$ cat config.mk
export PLATFORM = sky130hd
export DESIGN_NAME = lcd_hd44780_responder_flat
export DESIGN_NICKNAME = d
export VERILOG_FILES = /design/src/rtl/lcd_pkg.sv /design/src/rtl/lcd_hd44780_responder_if.sv /design/src/rtl/lcd_ddram.sv /design/src/rtl/lcd_hd44780_responder.sv /design/src/flat_wrapper.sv
export SDC_FILE = /design/constraint.sdc
export NUM_CORES = 1
export LEC_CHECK = 0
export BUFFER_PORTS_ARGS = -buffer_cell sky130_fd_sc_hd__buf_2
export CORE_ASPECT_RATIO = 1.25
export CORE_MARGIN = 2
export CORE_UTILIZATION = 43
export CTS_CLUSTER_DIAMETER = 60
export DETAILED_ROUTE_END_ITERATION = 10
export GPL_TIMING_DRIVEN = 0
export MAX_ROUTING_LAYER = met4
export PLACE_DENSITY = 0.65
export SLEW_MARGIN = 15
export SYNTH_ARGS = -nofsm -noshare
export SYNTH_HDL_FRONTEND = slang
export SYNTH_HIERARCHICAL = 1
export SYNTH_SLANG_ARGS = --single-unit
$ cat constraint.sdc
create_clock -name clk -period 3.8 [get_ports clk]
set_clock_uncertainty 0.15 [all_clocks]
set_input_delay 0.19 -clock clk [delete_from_list [all_inputs] [get_ports clk]]
set_output_delay 0.19 -clock clk [all_outputs]
set_load 0.05 [all_outputs]
$ cat src/rtl/lcd_pkg.sv
// Shared constants, FSM/instruction enums and address-counter helpers for the
// HD44780 bus-side responder.
package lcd_pkg;

    localparam logic [6:0] LINE1_BASE = 7'h00;
    localparam logic [6:0] LINE2_BASE = 7'h40;
    localparam int         LINE_LEN   = 16;
    localparam int         DDRAM_LEN  = 2 * LINE_LEN;
    localparam logic [7:0] SPACE      = 8'h20;

    localparam logic [7:0] OP_CLEAR   = 8'h01;
    localparam logic [7:0] OP_HOME    = 8'h02;
    localparam logic [7:0] OP_ENTRY   = 8'h04;
    localparam logic [7:0] OP_DISPLAY = 8'h08;
    localparam logic [7:0] OP_SHIFT   = 8'h10;
    localparam logic [7:0] OP_FUNC    = 8'h20;
    localparam logic [7:0] OP_CGRAM   = 8'h40;
    localparam logic [7:0] OP_DDRAM   = 8'h80;

    localparam int ERR_UNSUPPORTED = 0;
    localparam int ERR_BAD_ADDR    = 1;
    localparam int ERR_BUSY_WRITE  = 2;
    localparam int ERR_EN_SHORT    = 3;

    typedef enum logic [2:0] {
        ST_INIT_FILL, ST_IDLE, ST_EXEC, ST_FILL, ST_BUSY
    } state_e;

    typedef enum logic [3:0] {
        I_NONE, I_CLEAR, I_HOME, I_ENTRY, I_DISPLAY, I_SHIFT, I_FUNC, I_CGRAM, I_DDRAM
    } instr_e;

    // The instruction is selected by the most significant set bit.
    function automatic instr_e decode_instr(input logic [7:0] d);
        if ((d & OP_DDRAM)   != 8'h00) return I_DDRAM;
        if ((d & OP_CGRAM)   != 8'h00) return I_CGRAM;
        if ((d & OP_FUNC)    != 8'h00) return I_FUNC;
        if ((d & OP_SHIFT)   != 8'h00) return I_SHIFT;
        if ((d & OP_DISPLAY) != 8'h00) return I_DISPLAY;
        if ((d & OP_ENTRY)   != 8'h00) return I_ENTRY;
        if ((d & OP_HOME)    != 8'h00) return I_HOME;
        if ((d & OP_CLEAR)   != 8'h00) return I_CLEAR;
        return I_NONE;
    endfunction

    function automatic logic ac_valid(input logic [6:0] ac);
        int off1;
        int off2;
        off1 = int'(ac) - int'(LINE1_BASE);
        off2 = int'(ac) - int'(LINE2_BASE);
        return (off1 >= 0 && off1 < LINE_LEN) || (off2 >= 0 && off2 < LINE_LEN);
    endfunction

    function automatic logic [4:0] ac_idx(input logic [6:0] ac);
        if (ac >= LINE2_BASE) return 5'(int'(ac) - int'(LINE2_BASE) + LINE_LEN);
        return 5'(int'(ac) - int'(LINE1_BASE));
    endfunction

    function automatic logic [6:0] ac_step(input logic [6:0] ac, input logic inc);
        if (inc) begin
            if (ac == LINE1_BASE + 7'(LINE_LEN - 1)) return LINE2_BASE;
            if (ac == LINE2_BASE + 7'(LINE_LEN - 1)) return LINE1_BASE;
            return ac + 7'd1;
        end
        if (ac == LINE1_BASE) return LINE2_BASE + 7'(LINE_LEN - 1);
        if (ac == LINE2_BASE) return LINE1_BASE + 7'(LINE_LEN - 1);
        return ac - 7'd1;
    endfunction

endpackage

$ cat src/rtl/lcd_hd44780_responder_if.sv
// LCD parallel bus between the lab controller (master) and the display
// responder (slave).
interface lcd_hd44780_responder_if;
    logic       lcd_on;
    logic       lcd_en;
    logic       lcd_rs;
    logic       lcd_rw;
    logic [7:0] lcd_data_in;
    logic [7:0] lcd_data_out;
    logic       lcd_data_oe;

    modport master (
        output lcd_on, lcd_en, lcd_rs, lcd_rw, lcd_data_in,
        input  lcd_data_out, lcd_data_oe
    );

    modport slave (
        input  lcd_on, lcd_en, lcd_rs, lcd_rw, lcd_data_in,
        output lcd_data_out, lcd_data_oe
    );
endinterface

$ cat src/rtl/lcd_ddram.sv
// 32x8 display data RAM: one synchronous write port, asynchronous reads for
// the bus and for the debug/readback port.
module lcd_ddram
    import lcd_pkg::*;
(
    input  logic       clk,
    input  logic       we_i,
    input  logic [4:0] waddr_i,
    input  logic [7:0] wdata_i,
    input  logic [4:0] raddr_i,
    output logic [7:0] rdata_o,
    input  logic [4:0] dbg_addr_i,
    output logic [7:0] dbg_data_o
);
    logic [7:0] mem [DDRAM_LEN];

    // NOTE: storage has no reset; the fill pass after reset writes spaces through this port.
    always_ff @(posedge clk) begin
        if (we_i) mem[waddr_i] <= wdata_i;
    end

    assign rdata_o    = mem[raddr_i];
    assign dbg_data_o = mem[dbg_addr_i];
endmodule

$ cat src/rtl/lcd_hd44780_responder.sv
// Display end of the HD44780 8-bit bus: strobe qualification, instruction
// decode, DDRAM/address counter, busy timing and bus reads.
module lcd_hd44780_responder
    import lcd_pkg::*;
#(
    parameter int MIN_EN_HIGH_CYC = 13,
    parameter int BUSY_SHORT_CYC  = 1112,
    parameter int BUSY_LONG_CYC   = 45556
) (
    input  logic                     clk,
    input  logic                     rst,
    lcd_hd44780_responder_if.slave   bus,
    output logic                     busy,
    output logic                     disp_on,
    input  logic [4:0]               dbg_addr,
    output logic [7:0]               dbg_char,
    output logic [15:0]              cmd_count,
    output logic [3:0]               err
);
    localparam int                HCNT_W   = $clog2(MIN_EN_HIGH_CYC + 1);
    localparam logic [HCNT_W-1:0] HCNT_MIN = HCNT_W'(MIN_EN_HIGH_CYC);
    localparam logic [15:0]       SHORT_LD = 16'(BUSY_SHORT_CYC);
    localparam logic [15:0]       LONG_LD  = 16'(BUSY_LONG_CYC);

    state_e            state_q, state_d;
    logic [4:0]        fill_idx_q, fill_idx_d;
    logic [15:0]       busy_cnt_q, busy_cnt_d;
    logic [6:0]        ac_q, ac_d;
    logic              id_q, id_d;
    logic              disp_on_q, disp_on_d;
    logic [15:0]       cmd_count_q, cmd_count_d;
    logic [3:0]        err_q, err_d;
    logic              oe_q, oe_d;
    logic [7:0]        dout_q, dout_d;
    logic [HCNT_W-1:0] hcnt_q, hcnt_d;
    logic              en_q, rs_q, rw_q;
    logic [7:0]        data_q;

    logic       rise, fall;
    logic       mem_we;
    logic [4:0] mem_waddr;
    logic [7:0] mem_wdata, rd_data;

    lcd_ddram u_ddram (
        .clk        (clk),
        .we_i       (mem_we),
        .waddr_i    (mem_waddr),
        .wdata_i    (mem_wdata),
        .raddr_i    (ac_idx(ac_q)),
        .rdata_o    (rd_data),
        .dbg_addr_i (dbg_addr),
        .dbg_data_o (dbg_char)
    );

    assign rise = bus.lcd_en & ~en_q;
    assign fall = ~bus.lcd_en & en_q;

    // NOTE: every _d takes its _q value first so no branch can leave one unassigned (no latches).
    always_comb begin
        state_d     = state_q;
        fill_idx_d  = fill_idx_q;
        busy_cnt_d  = (busy_cnt_q != 16'd0) ? busy_cnt_q - 16'd1 : busy_cnt_q;
        ac_d        = ac_q;
        id_d        = id_q;
        disp_on_d   = disp_on_q;
        cmd_count_d = cmd_count_q;
        err_d       = err_q;
        oe_d        = oe_q;
        dout_d      = dout_q;
        hcnt_d      = hcnt_q;
        mem_we      = 1'b0;
        mem_waddr   = fill_idx_q;
        mem_wdata   = SPACE;

        if (rise)                                 hcnt_d = HCNT_W'(1);
        else if (bus.lcd_en && hcnt_q < HCNT_MIN) hcnt_d = hcnt_q + HCNT_W'(1);

        if (bus.lcd_en && bus.lcd_rw)
            dout_d = bus.lcd_rs ? (ac_valid(ac_q) ? rd_data : 8'h00) : {busy, ac_q};
        if (rise && bus.lcd_rw) oe_d = 1'b1;
        else if (fall)          oe_d = 1'b0;

        if (fall && bus.lcd_on) begin
            if (hcnt_q < HCNT_MIN) begin
                err_d[ERR_EN_SHORT] = 1'b1;
            end else if (!rw_q) begin
                if (busy) begin
                    err_d[ERR_BUSY_WRITE] = 1'b1;
                end else begin
                    state_d = ST_EXEC;
                    if (cmd_count_q != 16'hFFFF) cmd_count_d = cmd_count_q + 16'd1;
                end
            end else if (rs_q) begin
                ac_d = ac_step(ac_q, id_q);
            end
        end

        unique case (state_q)
            ST_INIT_FILL, ST_FILL: begin
                mem_we     = 1'b1;
                fill_idx_d = fill_idx_q + 5'd1;
                if (fill_idx_q == 5'(DDRAM_LEN - 1)) begin
                    state_d = (state_q == ST_FILL) ? ST_BUSY : ST_IDLE;
                    if (state_q == ST_FILL) busy_cnt_d = LONG_LD;
                end
            end
            ST_EXEC: begin
                state_d    = ST_BUSY;
                busy_cnt_d = SHORT_LD;
                if (rs_q) begin
                    if (ac_valid(ac_q)) begin
                        mem_we    = 1'b1;
                        mem_waddr = ac_idx(ac_q);
                        mem_wdata = data_q;
                    end else begin
                        err_d[ERR_BAD_ADDR] = 1'b1;
                    end
                    ac_d = ac_step(ac_q, id_q);
                end else begin
                    unique case (decode_instr(data_q))
                        I_CLEAR: begin
                            state_d    = ST_FILL;
                            fill_idx_d = 5'd0;
                            busy_cnt_d = 16'd0;
                            ac_d       = LINE1_BASE;
                            id_d       = 1'b1;
                        end
                        I_HOME: begin
                            ac_d       = LINE1_BASE;
                            busy_cnt_d = LONG_LD;
                        end
                        I_ENTRY: begin
                            id_d = data_q[1];
                            if (data_q[0]) err_d[ERR_UNSUPPORTED] = 1'b1;
                        end
                        I_DISPLAY: disp_on_d = data_q[2];
                        I_SHIFT: begin
                            if (data_q[3]) err_d[ERR_UNSUPPORTED] = 1'b1;
                            else           ac_d = ac_step(ac_q, data_q[2]);
                        end
                        I_FUNC:  if (!data_q[4]) err_d[ERR_UNSUPPORTED] = 1'b1;
                        I_CGRAM: err_d[ERR_UNSUPPORTED] = 1'b1;
                        I_DDRAM: begin
                            ac_d = data_q[6:0];
                            if (!ac_valid(data_q[6:0])) err_d[ERR_BAD_ADDR] = 1'b1;
                        end
                        default: ;
                    endcase
                end
            end
            ST_BUSY: if (busy_cnt_q <= 16'd1) state_d = ST_IDLE;
            default: ;
        endcase
    end

    // NOTE: clocked state uses non-blocking assignment so every register sees pre-edge values.
    always_ff @(posedge clk) begin
        if (rst) begin
            state_q     <= ST_INIT_FILL;
            fill_idx_q  <= 5'd0;
            busy_cnt_q  <= 16'd0;
            ac_q        <= LINE1_BASE;
            id_q        <= 1'b1;
            disp_on_q   <= 1'b0;
            cmd_count_q <= 16'd0;
            err_q       <= 4'd0;
            oe_q        <= 1'b0;
            dout_q      <= 8'h00;
            hcnt_q      <= '0;
            en_q        <= 1'b0;
            rs_q        <= 1'b0;
            rw_q        <= 1'b0;
            data_q      <= 8'h00;
        end else begin
            state_q     <= state_d;
            fill_idx_q  <= fill_idx_d;
            busy_cnt_q  <= busy_cnt_d;
            ac_q        <= ac_d;
            id_q        <= id_d;
            disp_on_q   <= disp_on_d;
            cmd_count_q <= cmd_count_d;
            err_q       <= err_d;
            oe_q        <= oe_d;
            dout_q      <= dout_d;
            hcnt_q      <= hcnt_d;
            en_q        <= bus.lcd_en;
            // Bus fields track the last EN-high cycle so they are stable at the fall.
            if (bus.lcd_en) begin
                rs_q   <= bus.lcd_rs;
                rw_q   <= bus.lcd_rw;
                data_q <= bus.lcd_data_in;
            end
        end
    end

    assign busy             = (busy_cnt_q != 16'd0) || (state_q != ST_IDLE);
    assign disp_on          = disp_on_q;
    assign cmd_count        = cmd_count_q;
    assign err              = err_q;
    assign bus.lcd_data_out = dout_q;
    assign bus.lcd_data_oe  = oe_q & bus.lcd_on;
endmodule

$ cat src/flat_wrapper.sv
// flat-port wrapper written by rule: the top's interface ports become plain ports
module lcd_hd44780_responder_flat import lcd_pkg::*;
#(
    parameter int MIN_EN_HIGH_CYC = 13,
    parameter int BUSY_SHORT_CYC  = 1112,
    parameter int BUSY_LONG_CYC   = 45556
)
  (clk, rst, busy, disp_on, dbg_addr, dbg_char, cmd_count, err, bus_lcd_on, bus_lcd_en, bus_lcd_rs, bus_lcd_rw, bus_lcd_data_in, bus_lcd_data_out, bus_lcd_data_oe);
  lcd_hd44780_responder_if bus_i ();
  input  logic clk;
  input  logic rst;
  output logic busy;
  output logic disp_on;
  input  logic [4:0] dbg_addr;
  output logic [7:0] dbg_char;
  output logic [15:0] cmd_count;
  output logic [3:0] err;
  input wire logic [$bits(bus_i.lcd_on)-1:0] bus_lcd_on;
  input wire logic [$bits(bus_i.lcd_en)-1:0] bus_lcd_en;
  input wire logic [$bits(bus_i.lcd_rs)-1:0] bus_lcd_rs;
  input wire logic [$bits(bus_i.lcd_rw)-1:0] bus_lcd_rw;
  input wire logic [$bits(bus_i.lcd_data_in)-1:0] bus_lcd_data_in;
  output wire logic [$bits(bus_i.lcd_data_out)-1:0] bus_lcd_data_out;
  output wire logic [$bits(bus_i.lcd_data_oe)-1:0] bus_lcd_data_oe;
  assign bus_i.lcd_on = bus_lcd_on;
  assign bus_i.lcd_en = bus_lcd_en;
  assign bus_i.lcd_rs = bus_lcd_rs;
  assign bus_i.lcd_rw = bus_lcd_rw;
  assign bus_i.lcd_data_in = bus_lcd_data_in;
  assign bus_lcd_data_out = bus_i.lcd_data_out;
  assign bus_lcd_data_oe = bus_i.lcd_data_oe;
  lcd_hd44780_responder #(.MIN_EN_HIGH_CYC(MIN_EN_HIGH_CYC), .BUSY_SHORT_CYC(BUSY_SHORT_CYC), .BUSY_LONG_CYC(BUSY_LONG_CYC)) u_core (.clk(clk), .rst(rst), .bus(bus_i), .busy(busy), .disp_on(disp_on), .dbg_addr(dbg_addr), .dbg_char(dbg_char), .cmd_count(cmd_count), .err(err));
endmodule
==> results.yml <==
floorplanning:
  die_area_um2: 39600
  fp-row-count: 79
  start_util_pct: 43.8
  io-pin-count: 58
  die_width_um: 178
  die_h_um: 222
  core_um2: 37400
setup_path:
  path_max_fanout: 10
  r2r_start: "u_core/state_q[2]$_SDFF_PP0_"
  rr_endpoint: "u_core/u_ddram/mem[26][3]$_DFFE_PP_"
  criticalPathCategory: "flip-flop to flip-flop"
  critical_path_required_ns: 3.80
  cp_slowest_stage_delay_ns: 0.84
  cp_slowest_cell: "nor2_1"
  startpoint_type: "flip-flop"
  r2r_slack_ns: -0.06
  worst-path-buf-inv: 1
  end_kind: "flip-flop"
  critical_path.top_delay_family: "simple AND/OR/NAND/NOR gates"
  arrival_ns: 3.87
  reg2reg_depth: 7
  worstPathCellList: "clkbuf_1 > nand2b_1 > nor3_4 > nand2_1 > o21ai_0 > nand3b_1 > nor2_1"
timing:
  finalSetupViolCount: 9
  fin_setup_tns_ns: -0.452
  fin_crit_sh_pct: 102
  max_slew_margin_pct: 21.6
  hold_viol: 0
  final.min_clock_period_ns: 3.86
  rsz0062_at_grt: "true"
  tightest_slew_ns: 1.18
  finalWorstSetupSlack_ns: -0.0608
  fmax_ghz: 0.259
  slew_viol_final: 0
power_and_ir_drop:
  ir_drop_mv: 0.237
  p_per_area_nw_per_um2: 456
  p_leak_nw: 5.53
grt:
  grt_max_degree: 33
  grt_pass1_wl_um: 65200
  grt.total_usage_pct: 22.8
  grt_antenna_before_repair: 1
  gr-total-overflow: 0
  grt_pass1_vias: 10500
clocking:
  clockBufferDepth: 3
  clk_pin_slew_ns: 0.06
  clock_latency_ns: 0.53
  cts_root_buffer: "clkbuf_16"
  cts_tree: "built"
  clock_sinks: 333
  cts_made_buffers: 37
  htree_levels: 2
cells_and_area:
  postLayoutCoreUtil_pct: 50.1
  finalInstanceArea_um2: 18700
  area_growth_pct: 14.5
  drive_gt1_share_pct: 29.1
  final_nets: 1217
  final_cell_mix: "edfxtp_1, mux4_2, dfxtp_1"
  layout_commonest_cell: "edfxtp_1"
placement:
  dp_slack_ns: -0.879
  dpl_cell_area_um2: 17200
  place_congestion: 0.923
  dp_hpwl_um: 30900
  portBuffers: 52
synthesis:
  seq_area_frac_synth_pct: 56.5
  syn_area_um2: 16300
  ys.warnings.count: 6
  syn_inst: 1086
  synthDistinctLibCells: 66
  synth_area_per_cell_um2: 15.1
  synth_nets: 1114
  synth-seq-cells: 333
  synthFlopType: "edfxtp_1"
  synth_edf_count: 256
  async_reset_ff_share_pct: 0
route:
  firstDrtPassIters: 5
  drc: 0
  wl_per_cell_um: 25.6
  routed_wl_um: 43700
  ant_nets: 0
  dr.first_iter.drc_count: 1023
  vias: 10600
  vias_per_cell: 6.20
outcome:
  violations: "negative setup slack"
  status: "finished with violations"
hold_path:
  holdPathStages: 3
  min_path_type: "input pin to flip-flop"
  min-delay-start: "rst"
  hold_path_end: "u_core/ac_q[6]$_SDFF_PP0_"
run:
  maxCapViolCount: 0
flip-flops by register name, indices dropped and copies added (netlist names), 3 cells and up:
signal / flops
u_core/u_ddram/mem: 256
u_core/busy_cnt_q: 16
u_core/cmd_count: 16
u_core/bus.lcd_data_out: 8
u_core/data_q: 8
u_core/ac_q: 7
u_core/fill_idx_q: 5
u_core/err: 4
u_core/hcnt_q: 4
u_core/state_q: 3
synthesized netlist by cell type (8+ instances only):
library cell | instances | area share [%]
nand3b_1 | 13 | 0.60
xnor2_1 | 16 | 0.86
dfxtp_1 | 77 | 9.4
a211oi_1 | 9 | 0.41
nor2b_1 | 10 | 0.38
mux4_2 | 160 | 22
nand2b_1 | 15 | 0.57
inv_1 | 14 | 0.32
mux2_2 | 18 | 1.2
or3_1 | 9 | 0.34
o21ai_0 | 32 | 0.98
clkbuf_1 | 34 | 0.78
nor2_1 | 102 | 2.3
xor2_1 | 16 | 0.86
a21oi_1 | 37 | 1.1
nand4_1 | 10 | 0.38
nand2_1 | 54 | 1.2
edfxtp_1 | 256 | 47
ha_1 | 9 | 0.69
and3_1 | 11 | 0.42
mux2i_1 | 14 | 0.86
nand3_1 | 27 | 0.83
a311oi_1 | 8 | 0.43
nor3_1 | 13 | 0.40
buf_1 | 20 | 0.46
a31oi_1 | 8 | 0.31
buf_4 | 13 | 0.60
worst min-delay path, stage by stage:
cell	delay, ns
buf_2	0.16
nor4_1	0.12
a22o_1	0.19
cells by family (layout without fill, tap and decap cells):
group,Yosys count,in the layout,synth area share (%)
other,0,1,0
AOI/OAI and AO/OA,133,133,5.30
DFF,333,333,56.5
buffers and inverters,86,217,2.39
adders and majority gates,9,9,0.689
xor gates and xnor gates,32,32,1.71
and+or+nand+nor,301,301,9.31
muxes,192,192,24.1
worst max path at each step:
stage / end / cells past startpoint / start / slack [ns]
after global placement: u_core/u_ddram/mem[30][2]$_DFFE_PP_ / 5 / u_core/state_q[2]$_SDFF_PP0_ / -0.68
after floorplan: u_core/u_ddram/mem[0][0]$_DFFE_PP_ / 9 / u_core/state_q[2]$_SDFF_PP0_ / 0.61
after CTS: u_core/u_ddram/mem[8][7]$_DFFE_PP_ / 9 / u_core/state_q[2]$_SDFF_PP0_ / -0.05
final: u_core/u_ddram/mem[26][3]$_DFFE_PP_ / 7 / u_core/state_q[2]$_SDFF_PP0_ / -0.06
after global routing: u_core/u_ddram/mem[26][3]$_DFFE_PP_ / 7 / u_core/state_q[2]$_SDFF_PP0_ / -0.19
after detailed placement: u_core/u_ddram/mem[12][7]$_DFFE_PP_ / 9 / u_core/state_q[2]$_SDFF_PP0_ / -0.88
report_power, final:
part	switching [mW]	internal, mW
Clock	1.44	2.13
Combinational	0.534	0.373
Sequential	0.0821	3.98
metrics by stage:
stage	total power [mW]	hold slack [ns]	instances
after floorplan	4.79	0.187	1086
after global placement	5.00	0.277	1624
after detailed placement	5.01	0.283	1624
after CTS	8.60	0.0111	1703
after global routing	8.85	0.0258	1704
final	8.54	0.0376	1704
routing by layer:
layer	track usage, %	part of all wire, %	vias up
met3	4.34	7.8	91
met2	37.2	50	517
met4	8.26	3.3	0
li1	-	-	4576
met1	28.5	39	5383
met5	-	0	-
layout make-up:
class                   instances  area (um2)
fillers                      3141       18600
flip-flops and latches        333        9230
multi-input cells             667        6880
clock buffers                  49        1030
well taps                     486         608
repair buffers                 65         400
plain buffers                  71         334
clock inverters                18         178
inverters                      14        52.6
diodes                          1        2.50
what timing repair did:
item	4_1_cts	5_1_grt
endpoints found under the setup margin	256	256
buffers inserted	0	1
hold endpoints to repair	17	0
gates resized for setup	17	24
hold buffers	12	0
pin swaps	0	1
No activity file was read; power rests on OpenSTA's default activity.
